===== src/rtl/mult_ctrl_pkg.sv =====
// Shared types and constants for the 4x4 multiplier control FSM.
// State encoding, shift codes and the per-state half-select table.
package mult_ctrl_pkg;

  localparam int unsigned STATE_W = 3;
  localparam int unsigned SH_W    = 2;

  typedef enum logic [STATE_W-1:0] {
    IDLE = 3'd0,
    LOAD = 3'd1,
    P0   = 3'd2,
    P1   = 3'd3,
    P2   = 3'd4,
    P3   = 3'd5,
    DONE = 3'd6
  } state_t;

  localparam logic [SH_W-1:0] SH_0 = 2'b00;
  localparam logic [SH_W-1:0] SH_2 = 2'b01;
  localparam logic [SH_W-1:0] SH_4 = 2'b10;

  typedef struct packed {
    logic            l_1;
    logic            l_2;
    logic [SH_W-1:0] sh;
  } half_sel_t;

  // Operand halves and shift for each partial-product state; zero elsewhere.
  function automatic half_sel_t half_sel(input state_t s);
    half_sel_t r;
    r = '0;
    case (s)
      P0:      r = half_sel_t'{1'b0, 1'b0, SH_0};
      P1:      r = half_sel_t'{1'b1, 1'b0, SH_2};
      P2:      r = half_sel_t'{1'b0, 1'b1, SH_2};
      P3:      r = half_sel_t'{1'b1, 1'b1, SH_4};
      default: r = '0;
    endcase
    return r;
  endfunction

endpackage


===== src/rtl/mult_ctrl_settle_cnt.sv =====
// Per-partial-product settle counter; tc flags the last cycle of a Pn state.
// With SETTLE_CYCLES=0 the count never leaves zero, so tc is always 1.
module mult_ctrl_settle_cnt #(
  parameter int unsigned SETTLE_CYCLES = 0
) (
  input  logic clk,
  input  logic rst,
  input  logic clr,
  input  logic en,
  output logic tc
);

  localparam int unsigned CW = (SETTLE_CYCLES == 0) ? 1 : $clog2(SETTLE_CYCLES + 1);

  logic [CW-1:0] cnt;

  always_ff @(posedge clk) begin
    if (rst || clr) cnt <= '0;
    else if (en)    cnt <= cnt + CW'(1);
  end

  assign tc = (cnt == CW'(SETTLE_CYCLES));

endmodule


===== src/rtl/mult_4x4_controller.sv =====
// Control FSM sequencing four 2x2 partial products into the 8-bit accumulator.
// Optional `MULT_CTRL_HANDSHAKE_EN adds an ack input that holds done until acknowledged.
module mult_4x4_controller
  import mult_ctrl_pkg::*;
#(
  parameter int unsigned SETTLE_CYCLES = 0
) (
  input  logic clk,
  input  logic rst,
  input  logic start,
`ifdef MULT_CTRL_HANDSHAKE_EN
  input  logic ack,
`endif
  output logic ld_A,
  output logic ld_B,
  output logic l_1,
  output logic l_2,
  output logic shctrl_1,
  output logic shctrl_0,
  output logic rst_out,
  output logic ld_out,
  output logic busy,
  output logic done
);

  state_t    state, state_nxt;
  half_sel_t hs;
  logic      tc, cnt_clr, cnt_en;

  mult_ctrl_settle_cnt #(.SETTLE_CYCLES(SETTLE_CYCLES)) u_settle (
    .clk (clk),
    .rst (rst),
    .clr (cnt_clr),
    .en  (cnt_en),
    .tc  (tc)
  );

  always_ff @(posedge clk) begin
    if (rst) state <= IDLE;
    else     state <= state_nxt;
  end

  // Moore outputs; the counter is cleared everywhere except while settling inside a Pn.
  always_comb begin
    state_nxt = state;
    hs        = '0;
    ld_A      = 1'b0;
    ld_B      = 1'b0;
    rst_out   = 1'b0;
    ld_out    = 1'b0;
    busy      = 1'b0;
    done      = 1'b0;
    cnt_clr   = 1'b1;
    cnt_en    = 1'b0;
    case (state)
      IDLE: begin
        if (start) state_nxt = LOAD;
      end
      LOAD: begin
        ld_A      = 1'b1;
        ld_B      = 1'b1;
        rst_out   = 1'b1;
        busy      = 1'b1;
        state_nxt = P0;
      end
      P0, P1, P2, P3: begin
        busy    = 1'b1;
        hs      = half_sel(state);
        cnt_en  = 1'b1;
        cnt_clr = 1'b0;
        if (tc) begin
          ld_out  = 1'b1;
          cnt_clr = 1'b1;
          case (state)
            P0:      state_nxt = P1;
            P1:      state_nxt = P2;
            P2:      state_nxt = P3;
            default: state_nxt = DONE;
          endcase
        end
      end
      DONE: begin
        busy = 1'b1;
        done = 1'b1;
`ifdef MULT_CTRL_HANDSHAKE_EN
        if (ack) state_nxt = IDLE;
`else
        state_nxt = IDLE;
`endif
      end
      default: state_nxt = IDLE;
    endcase
  end

  assign l_1      = hs.l_1;
  assign l_2      = hs.l_2;
  assign shctrl_1 = hs.sh[1];
  assign shctrl_0 = hs.sh[0];

endmodule


===== config.mk =====
export PLATFORM = sky130hd
export DESIGN_NAME = mult_4x4_controller
export DESIGN_NICKNAME = d
export VERILOG_FILES = /design/src/rtl/mult_ctrl_pkg.sv /design/src/rtl/mult_ctrl_settle_cnt.sv /design/src/rtl/mult_4x4_controller.sv
export SDC_FILE = /design/constraint.sdc
export NUM_CORES = 1
export LEC_CHECK = 0
export CAP_MARGIN = 10
export CORE_AREA = 4 4 41 43
export CTS_BUF_LIST = sky130_fd_sc_hd__clkbuf_4
export DETAILED_ROUTE_END_ITERATION = 12
export DIE_AREA = 0 0 45 47
export DONT_BUFFER_PORTS = 1
export SKIP_LAST_GASP = 1
export SLEW_MARGIN = 10
export SYNTH_ARGS = -nofsm -noshare
export SYNTH_HDL_FRONTEND = slang
export SYNTH_HIERARCHICAL = 1
export SYNTH_SLANG_ARGS = --single-unit

===== constraint.sdc =====
create_clock -name clk -period 1.42 [get_ports clk]
set_input_delay 0.284 -clock clk [delete_from_list [all_inputs] [get_ports clk]]
set_output_delay 0.284 -clock clk [all_outputs]
set_load 0.02 [all_outputs]

Yosys cells after proc, flatten, opt, wreduce, memory -nomap -nowiden:

Cells that the tools add are included.

* register bits: 4
* input port bits: 3
* output and inout bits: 10
* word-level logic and storage cells: 29

* $add $sub $neg: 1
* equal/unequal tests: 8
* mux-type cells: 13
* reduce and logical (&&, ||, !) cells: 5

Operator list (count)
* $pmux W3 S3: 2
* $pmux W4 S3: 1
* $eq A3 B3 Y1 const B: 3
* $mux W1: 7
* $eq A3 B2 Y1 const B: 2
* $mux W3: 2
* $reduce_or A6 Y1: 1
* $mux W4: 1
* $ne A2 B2 Y1 const B: 2
* $reduce_or A4 Y1: 1
* $eq A3 B1 Y1 const B: 1
* $logic_not A3 Y1: 1
* $reduce_and A2 Y1: 1
* $add A1 B1 Y1 const B: 1
* $logic_or A1 B1 Y1: 1

Logic depth before layout (Yosys ltp):

Gate-level depths: netlist (run 1).

* word-level depth: 4
* mapped depth: 4
* mapped depth without buffers: 4

By module:

Netlist (run 1), hierarchy kept.

Modules (own cells, without submodules)
* mult_4x4_controller: times used 1, cells an instance 33, area each 290.3 sq um, seq. area each 60.1 sq um
* mult_ctrl_settle_cnt: times used 1, cells an instance 4, area each 42.5 sq um, seq. area each 20.0 sq um

Worst setup path before layout (run 1):

No wires, ideal clock.

* path type: reg-to-output
* start point: register state[0]
* end point: output port ld_B
* arrival time: 1.454 ns
* required time: 1.136 ns
* path slack: -0.318 ns
* stages on the path, launching flop included: 4
* path buffers: 2
* path through: dfxtp_1 buf_2 nor3b_1 buf_4

* cells in the longest elaborated chain, start to end: 2

RTL lines
* start, declared: RTL line mult_4x4_controller.sv:26 `state_t state, state_nxt;`
* start signal, assigned: RTL line mult_4x4_controller.sv:40 `else state <= state_nxt;`
* $eq A3 B1 Y1
* $mux W1
* end, declared: RTL line mult_4x4_controller.sv:15 `output logic ld_B,`

No other way between the ends.

Final worst setup path (run 1):

* start point: register state[1]
* end point: output port ld_A

* cells in the longest elaborated chain, start to end: 2

RTL lines
* $eq A3 B1 Y1: RTL line mult_4x4_controller.sv:55 `case (state)`
* $mux W1: RTL line mult_4x4_controller.sv:55
* end, declared: RTL line mult_4x4_controller.sv:14 `output logic ld_A,`

No other way between the ends.

==> results.txt, run 1 <==
The utilization after layout came out at 0.362. Summing internal, switching and leakage power gives around 540 µW. The total power divided by cell area is about 1100 nW/µm².

The H-tree depth is 1. The standard cell with the maximum stage delay on the critical path is sky130_fd_sc_hd__dfxtp_4. The share of synthesized area in the top cell type comes to 0.241. Routability-driven placement finished with a final weighted congestion of 0.690.

Walking the worst path, the cells encountered are buf_6 > nor3b_4 > buf_12. The final critical delay including setup and external delays came out at around 1400 ps. The initial antenna violation count was 0. The overall fraction of global-route tracks in use is 0.0593. The clock-pin transition on the worst setup and hold timing paths is roughly 40 ps. The worst hold-check slack came out at approximately 110 ps. The highest-utilization routing layer at the global route stage is met2.

Setup repair after global routing could not meet its margin everywhere. The clock tree from TritonCTS is done. The share of the yosys chip area belonging to registers came out at 0.241. The peak clock frequency supported by timing came out at 0.717 GHz. Setup violations remaining at the end of the flow were counted as 0. The routed wire length per instance came out at about 9.8 µm.

The final worst setup slack is about 26 ps. The area enclosed by the die boundary is ~2100 µm². The post-route DRC violation count came out at 0. The total nets after synthesis came out at 40. In this run the deepest clock path goes through 2 buffers. The cell count after synthesis came out at 37.

The final number of max-transition violations came to 0. CTS placed an instance of sky130_fd_sc_hd__clkbuf_4 at the clock tree root. The layout cell share with drive strength beyond 1 came out at 0.596. The number of maximum-capacitance violations came out at 0.

The run finished with clean final reports. For the pin with the worst max-slew slack, the measured transition is approximately 250 ps. The pre-CTS setup slack is 57.2 ps. The met3 track demand over resource in global routing came out at 0.0460. Summed over all cells, the static leakage comes to ~0.00021 µW. The total congestion overflow after global routing came out at 0. The stage delay of the slowest cell on the critical path is ~370 ps. The met1 demand-to-capacity share in global routing came out at 0.0683. After synthesis, the cell types taking the most area are sky130_fd_sc_hd__dfxtp_1 24%, sky130_fd_sc_hd__xor2_4 8.3%, sky130_fd_sc_hd__buf_6 6.8%, sky130_fd_sc_hd__mux2i_1 6.0%, sky130_fd_sc_hd__and2_1 5.6%. The most area-hungry cell type in the Yosys netlist is sky130_fd_sc_hd__dfxtp_1. The routed layout has between 200 and 300 vias. The final HPWL from detailed placement came out at 469 µm.

STA classifies the critical path endpoint as an output port. After synthesis, the netlist uses 24 different library cells. After routing, the total negative slack on setup checks comes to 0 ps. Leaving out fill and tap cells, the most frequent cell in the layout is sky130_fd_sc_hd__buf_4. The headroom to the max-slew limit came out at 0.834.

In the layout the commonest cells are 9 x sky130_fd_sc_hd__buf_4, 3 x sky130_fd_sc_hd__nor2_1, 3 x sky130_fd_sc_hd__clkbuf_4. Buffers placed on the I/O ports in this run total 0. The number of vias per cell after detailed routing is between 4 and 5.

The number of rows in the core area came out at 13. The final layout contains routed wiring with a total length of 608 µm. The area of the mapped netlist came out at around 330 µm².

The worst setup path is of the reg -> out kind. The area inside the core boundary came out at about 1300 µm². The register bit count reported by yosys came out at 4.

The clock sink count is 4. The maximum vdd ir drop came out at approximately 630 µV. The final critical-path share of the clock period came out at 0.982. The I/O pin count is 13. The number of global-route vias before repair is 228.

For this block, the initial DRC count from the detailed router was 2. The clock reaches the later pin of the worst-skew pair after 230 ps. The class of the worst hold path is in -> reg. The chip height is 47 µm. The synthesis warning total came out at 6.

The repair_antennas step left the layout with diodes totalling 0. The area growth from synthesis to final layout came out at 41.4%. The largest net degree at the start of global routing came out at 10. The largest clock skew in the final design came out at around 0.93 ps. The first detailed-routing pass ran for 2 iterations. The starting density of the core is 0.256. The critical path data required time came out at about 1100 ps.

The die span in x came out at about 45 µm. The synthesized area per cell came out at approximately 9 µm². The CTS buffer count is 3.

The worst setup path is launched from a flop. STA puts the critical path data arrival time at between 1000 and 1500 ps. The first global-routing pass estimated 890 µm of wire. The number of endpoints with negative hold slack in the final report came out at 0. In the final design database the tool counted 52 nets. The number of nets with antenna violations after routing came out at 0.

The maximum fanout count along the critical path is 7. For this run, global-route usage on met2 was measured as 0.0932.
critical path: cells and delay by family, from the launching register on:
family	cells	cell delay [ps]
and+or+nand+nor	1	220
buffers and inverters	2	300
DFF	1	370
layout make-up:
cell class	instances	area, µm²
clock buffer	3	22.5
fill	140	831
inverter	2	7.51
multi-input combinational	26	226
sequential	4	85.1
tap	15	18.8
timing repair buffer	12	110
routing by layer:
metal	up-vias	wire, µm
met2	8	286
met4	0	0
met1	115	265
met3	0	56
met5	-	0
li1	139	-
cell usage after synthesis:
cell                       n
sky130_fd_sc_hd__a21oi_1   1
sky130_fd_sc_hd__a21oi_2   1
sky130_fd_sc_hd__and2_1    3
sky130_fd_sc_hd__and3_1    1
sky130_fd_sc_hd__buf_2     1
sky130_fd_sc_hd__buf_4     2
sky130_fd_sc_hd__buf_6     2
sky130_fd_sc_hd__dfxtp_1   4
sky130_fd_sc_hd__inv_1     2
sky130_fd_sc_hd__mux2i_1   2
sky130_fd_sc_hd__nand2_1   2
sky130_fd_sc_hd__nand2b_1  2
sky130_fd_sc_hd__nand3_1   1
sky130_fd_sc_hd__nor2_1    3
sky130_fd_sc_hd__nor2_2    1
sky130_fd_sc_hd__nor2b_4   1
sky130_fd_sc_hd__nor3_1    1
sky130_fd_sc_hd__nor3_2    1
sky130_fd_sc_hd__nor3b_1   1
sky130_fd_sc_hd__nor4b_2   1
sky130_fd_sc_hd__o21ai_0   1
sky130_fd_sc_hd__xnor2_1   1
sky130_fd_sc_hd__xor2_1    1
sky130_fd_sc_hd__xor2_4    1
registers in the layout (all words and copies together), names as in the netlist:
signal	count
u_settle/cnt	1
state	3
final timing paths:
check | start | end | slack, ps | cells after the start
max | state[1]$_SDFFE_PP0P_ | ld_A | 30 | 3
min | rst | state[1]$_SDFFE_PP0P_ | 110 | 1
max reg2reg | state[2]$_SDFFE_PP0P_ | u_settle/cnt$_SDFFE_PP0P_ | 310 | 5
min reg2reg | u_settle/cnt$_SDFFE_PP0P_ | u_settle/cnt$_SDFFE_PP0P_ | 550 | 2
cell families (layout without fill, tap and decap cells):
| group | count (synthesis) | count (layout) | share of synthesized area |
|---|---|---|---|
| buffers and inverters | 7 | 17 | 0.150 |
| muxes | 2 | 2 | 0.0602 |
| and+or+nand+nor | 18 | 18 | 0.357 |
| DFF | 4 | 4 | 0.241 |
| AOI/OAI and AO/OA | 3 | 3 | 0.0564 |
| xor gates and xnor gates | 3 | 3 | 0.135 |
report_power, final:
part | switching (µW) | total (µW) | leakage (µW) | internal, µW
Sequential | 22.8 | 149 | 0.0000337 | 127
Combinational | 122 | 254 | 0.000160 | 132
Clock | 40.0 | 134 | 0.0000138 | 94.1
timing repair:
action | in CTS | in global routing
endpoints found under the hold margin | 0 | 0
setup buffers | 0 | 2
hold buffers | 0 | 0
endpoints found under the setup margin | 10 | 7
pin swaps | 0 | 2
resized for setup | 5 | 6
through the flow:
step | cell area [µm²] | std cells
2_1_floorplan | 344 | 37
3_3_place_gp | 408 | 57
3_5_place_dp | 408 | 57
4_1_cts | 440 | 60
5_1_grt | 470 | 62
6_report | 470 | 62
Power figures use the tool's default switching activity.
==> run 2: changes to the inputs <==
MAX_ROUTING_LAYER = met4   (was unset)
PLACE_DENSITY_LB_ADDON = 0.3   (was unset)
clock period = 1.22 ns   (was 1.42 ns; I/O delays follow)
==> run 2 against run 1 <==
Net effect:
- the run now ends with setup timing left
- critical path depth did not move
- first-iteration DRC count rose by 100%
- cell area rose by 16%
- combinational power rose by 33%
- global-route usage rose by 2.6 points
- power rose by 27%
- register-to-register slack got worse by 220 ps
- largest cell class unchanged
- highest routed layer unchanged
==> results.txt, run 2 (synthesis gave the netlist of run 1 again) <==
The flow ran to the end, but the final reports show violations. The final reports fail on setup timing. Leaving out fill and tap cells, the most frequent cell in the layout is sky130_fd_sc_hd__buf_4. The pre-CTS setup slack is -62.5 ps (-120 ps). The count of input and output buffers came out at 0 (unchanged). The maximum vdd ir drop came out at 468 µV (-26%). The utilization after layout is 0.418 (+0.0567). The number of maximum-capacitance violations came out at 0 (unchanged). The final-stage net count came out at 56 (+7.7%).

The headroom to the max-slew limit came to 0.826 (-0.00832). The largest net degree at the start of global routing is 13 (+3). The register-to-register setup slack came out at 90 ps (-220 ps). The initial antenna violation count was 0 (unchanged). The wire length reported by the detailed router is 744 µm (+22%). In this run the critical register-to-register path is launched from state[1]$_SDFFE_PP0P_. TritonCTS built the clock tree.

The number of endpoints with negative hold slack in the final report came to 0 (unchanged). The number of nets with antenna violations after routing is 0 (unchanged). The endpoint of the most critical setup path is rst_out. The largest registers in the layout are state (3), u_settle/cnt (1). The static leakage came out at 0.000239 µW (+15%). The worst setup path is launched from a flop.

The count of fill cells added during filler insertion came to 135 (-3.6%). The final number of max-transition violations is 0 (unchanged). The clock latency of the later-clocked register in the worst-skew pair is 230 ps (about the same).

The final HPWL from detailed placement is 560 µm (+19%). The total of endpoints with negative setup slack in the final report was 9 (+9). The clock sink count is 4 (unchanged). The layout cell share with drive strength beyond 1 came out at 0.686 (+0.0905). The critical path data required time came out at 980 ps (-160 ps). The first-pass iteration count of the detailed router came out at 2 (unchanged). The area growth from synthesis to final layout came out at 63.5%. The final critical delay including setup and external delays came out at 1370 ps.

The iteration-0 DRC count of the detailed router was 4 (+2). The root buffer cell chosen for the clock tree is sky130_fd_sc_hd__clkbuf_4. The number of rows in the core area is 13 (unchanged).

The flip-flop count of the largest register after layout was 3 (unchanged). The kind of capture point of the worst setup path is an output port. The clock-pin transition on the worst setup and hold timing paths was 40 ps (about the same). The worst-case clock buffer depth is 2 (unchanged).

The overall fraction of global-route tracks in use came out at 0.0856 (+0.0263). The area enclosed by the die boundary came out at 2120 µm² (unchanged). The final worst setup slack was -147 ps (-173 ps). The post-cts hold buffer count was 0 (unchanged). The H-tree depth came out at 1 (unchanged). The peak clock frequency supported by timing came out at roughly 0.73 GHz. The routed wire length per instance came out at 11.3 µm (+15%). The largest clock skew in the final design is 0.178 ps (-0.757 ps). The worst setup path startpoint is state[2]$_SDFFE_PP0P_.

The global placer's final weighted congestion was 0.676 (-2.0%). The total power divided by cell area came out at 1250 nW/µm² (+9.5%). The critical path in this run is classified as reg -> out. The CTS buffer count came out at 3 (unchanged). The area inside the core boundary came out at 1300 µm² (unchanged). The worst register-to-register path ends at u_settle/cnt$_SDFFE_PP0P_. Setup repair after global routing could not meet its margin everywhere.

The critical path arrival came out at 1120 ps (about the same). The tightest min-delay check is of the in -> reg type. The maximum fanout count along the critical path is 7 (unchanged). The total congestion overflow after global routing is 0 (unchanged). More flip-flops sit in one register than any other, and that register is state. The chip height came out at 47 µm (unchanged). The number of global-route vias before repair came out at 294 (+29%). The die span in x came out at 45 µm (unchanged). The slew at the pin with the worst max-slew slack came out at 260 ps (+12.4 ps). The number of vias per cell after detailed routing is 4.27 (+1.1%). The post-route DRC violation count is 0 (unchanged). The I/O pin count is 13 (unchanged). The starting density of the core came to 0.256 (unchanged).

The count of cells along the worst register-to-register path came to 5 (unchanged). The global-route wire length before repair came to 1210 µm (+36%). In the finished design, the share of the clock period the worst path needs comes to 1.12. The vias after detailed routing came to 282 (+7.6%).

The final antenna diode count came out at 0 (unchanged).
-- run 2: final cells by class --
cell class / instances / area, µm² / area share
clock buffer: 3 / 22.5 / 0.0414
timing repair buffer: 16 / 169 / 0.310
multi-input combinational: 26 / 235 / 0.432
tap: 15 / 18.8 / 0.0345
inverter: 2 / 7.51 / 0.0138
sequential: 4 / 91.3 / 0.168
-- run 2: through the flow --
stage                     TNS [ps]  power [µW]  hold slack, ps  instances  instance area [µm²]
after global placement       -27.0         434             306         57                  410
after floorplan              -16.7         393             303         37                  360
after CTS                    -1060         646            59.3         63                  487
final                        -1050         681            69.1         66                  544
after detailed placement      -242         442             306         57                  410
after global routing         -1460         725            62.3         66                  544
-- run 2: power breakdown --
group	switching, µW	internal (µW)
clock network	47.5	110
registers	37.8	147
logic	149	189
-- run 2: how the worst min path moves through the flow --
stage                     startpoint                    end  slack (ps)  cells past startpoint
final                            rst  state[0]$_SDFFE_PP0P_          70                      1
after global routing             rst  state[0]$_SDFFE_PP0P_          60                      1
after CTS                        rst  state[0]$_SDFFE_PP0P_          60                      1
after detailed placement         rst  state[0]$_SDFFE_PP0P_         310                      1
after global placement           rst  state[0]$_SDFFE_PP0P_         310                      1
after floorplan                  rst  state[0]$_SDFFE_PP0P_         300                      1
-- run 2: repair_timing --
item | 4_1_cts | 5_1_grt
gates resized for setup | 13 | 2
pin swaps | 1 | 3
buffers inserted | 3 | 3
setup endpoints to repair | 10 | 10
hold endpoints to repair | 0 | 0
-- run 2: critical path, stage by stage, from the launching register on --
cell and delay (ps):
sky130_fd_sc_hd__dfxtp_4 370, sky130_fd_sc_hd__buf_6 130, sky130_fd_sc_hd__nor3b_4 230, sky130_fd_sc_hd__buf_12 170
-- run 2: routing by layer --
metal  track usage  vias up  share of wire
met1        0.0794      128           0.34
met3        0.0192        0          0.087
met5             -        -              0
met2         0.150        8           0.57
met4        0.0702        0              0
li1              -      146              -
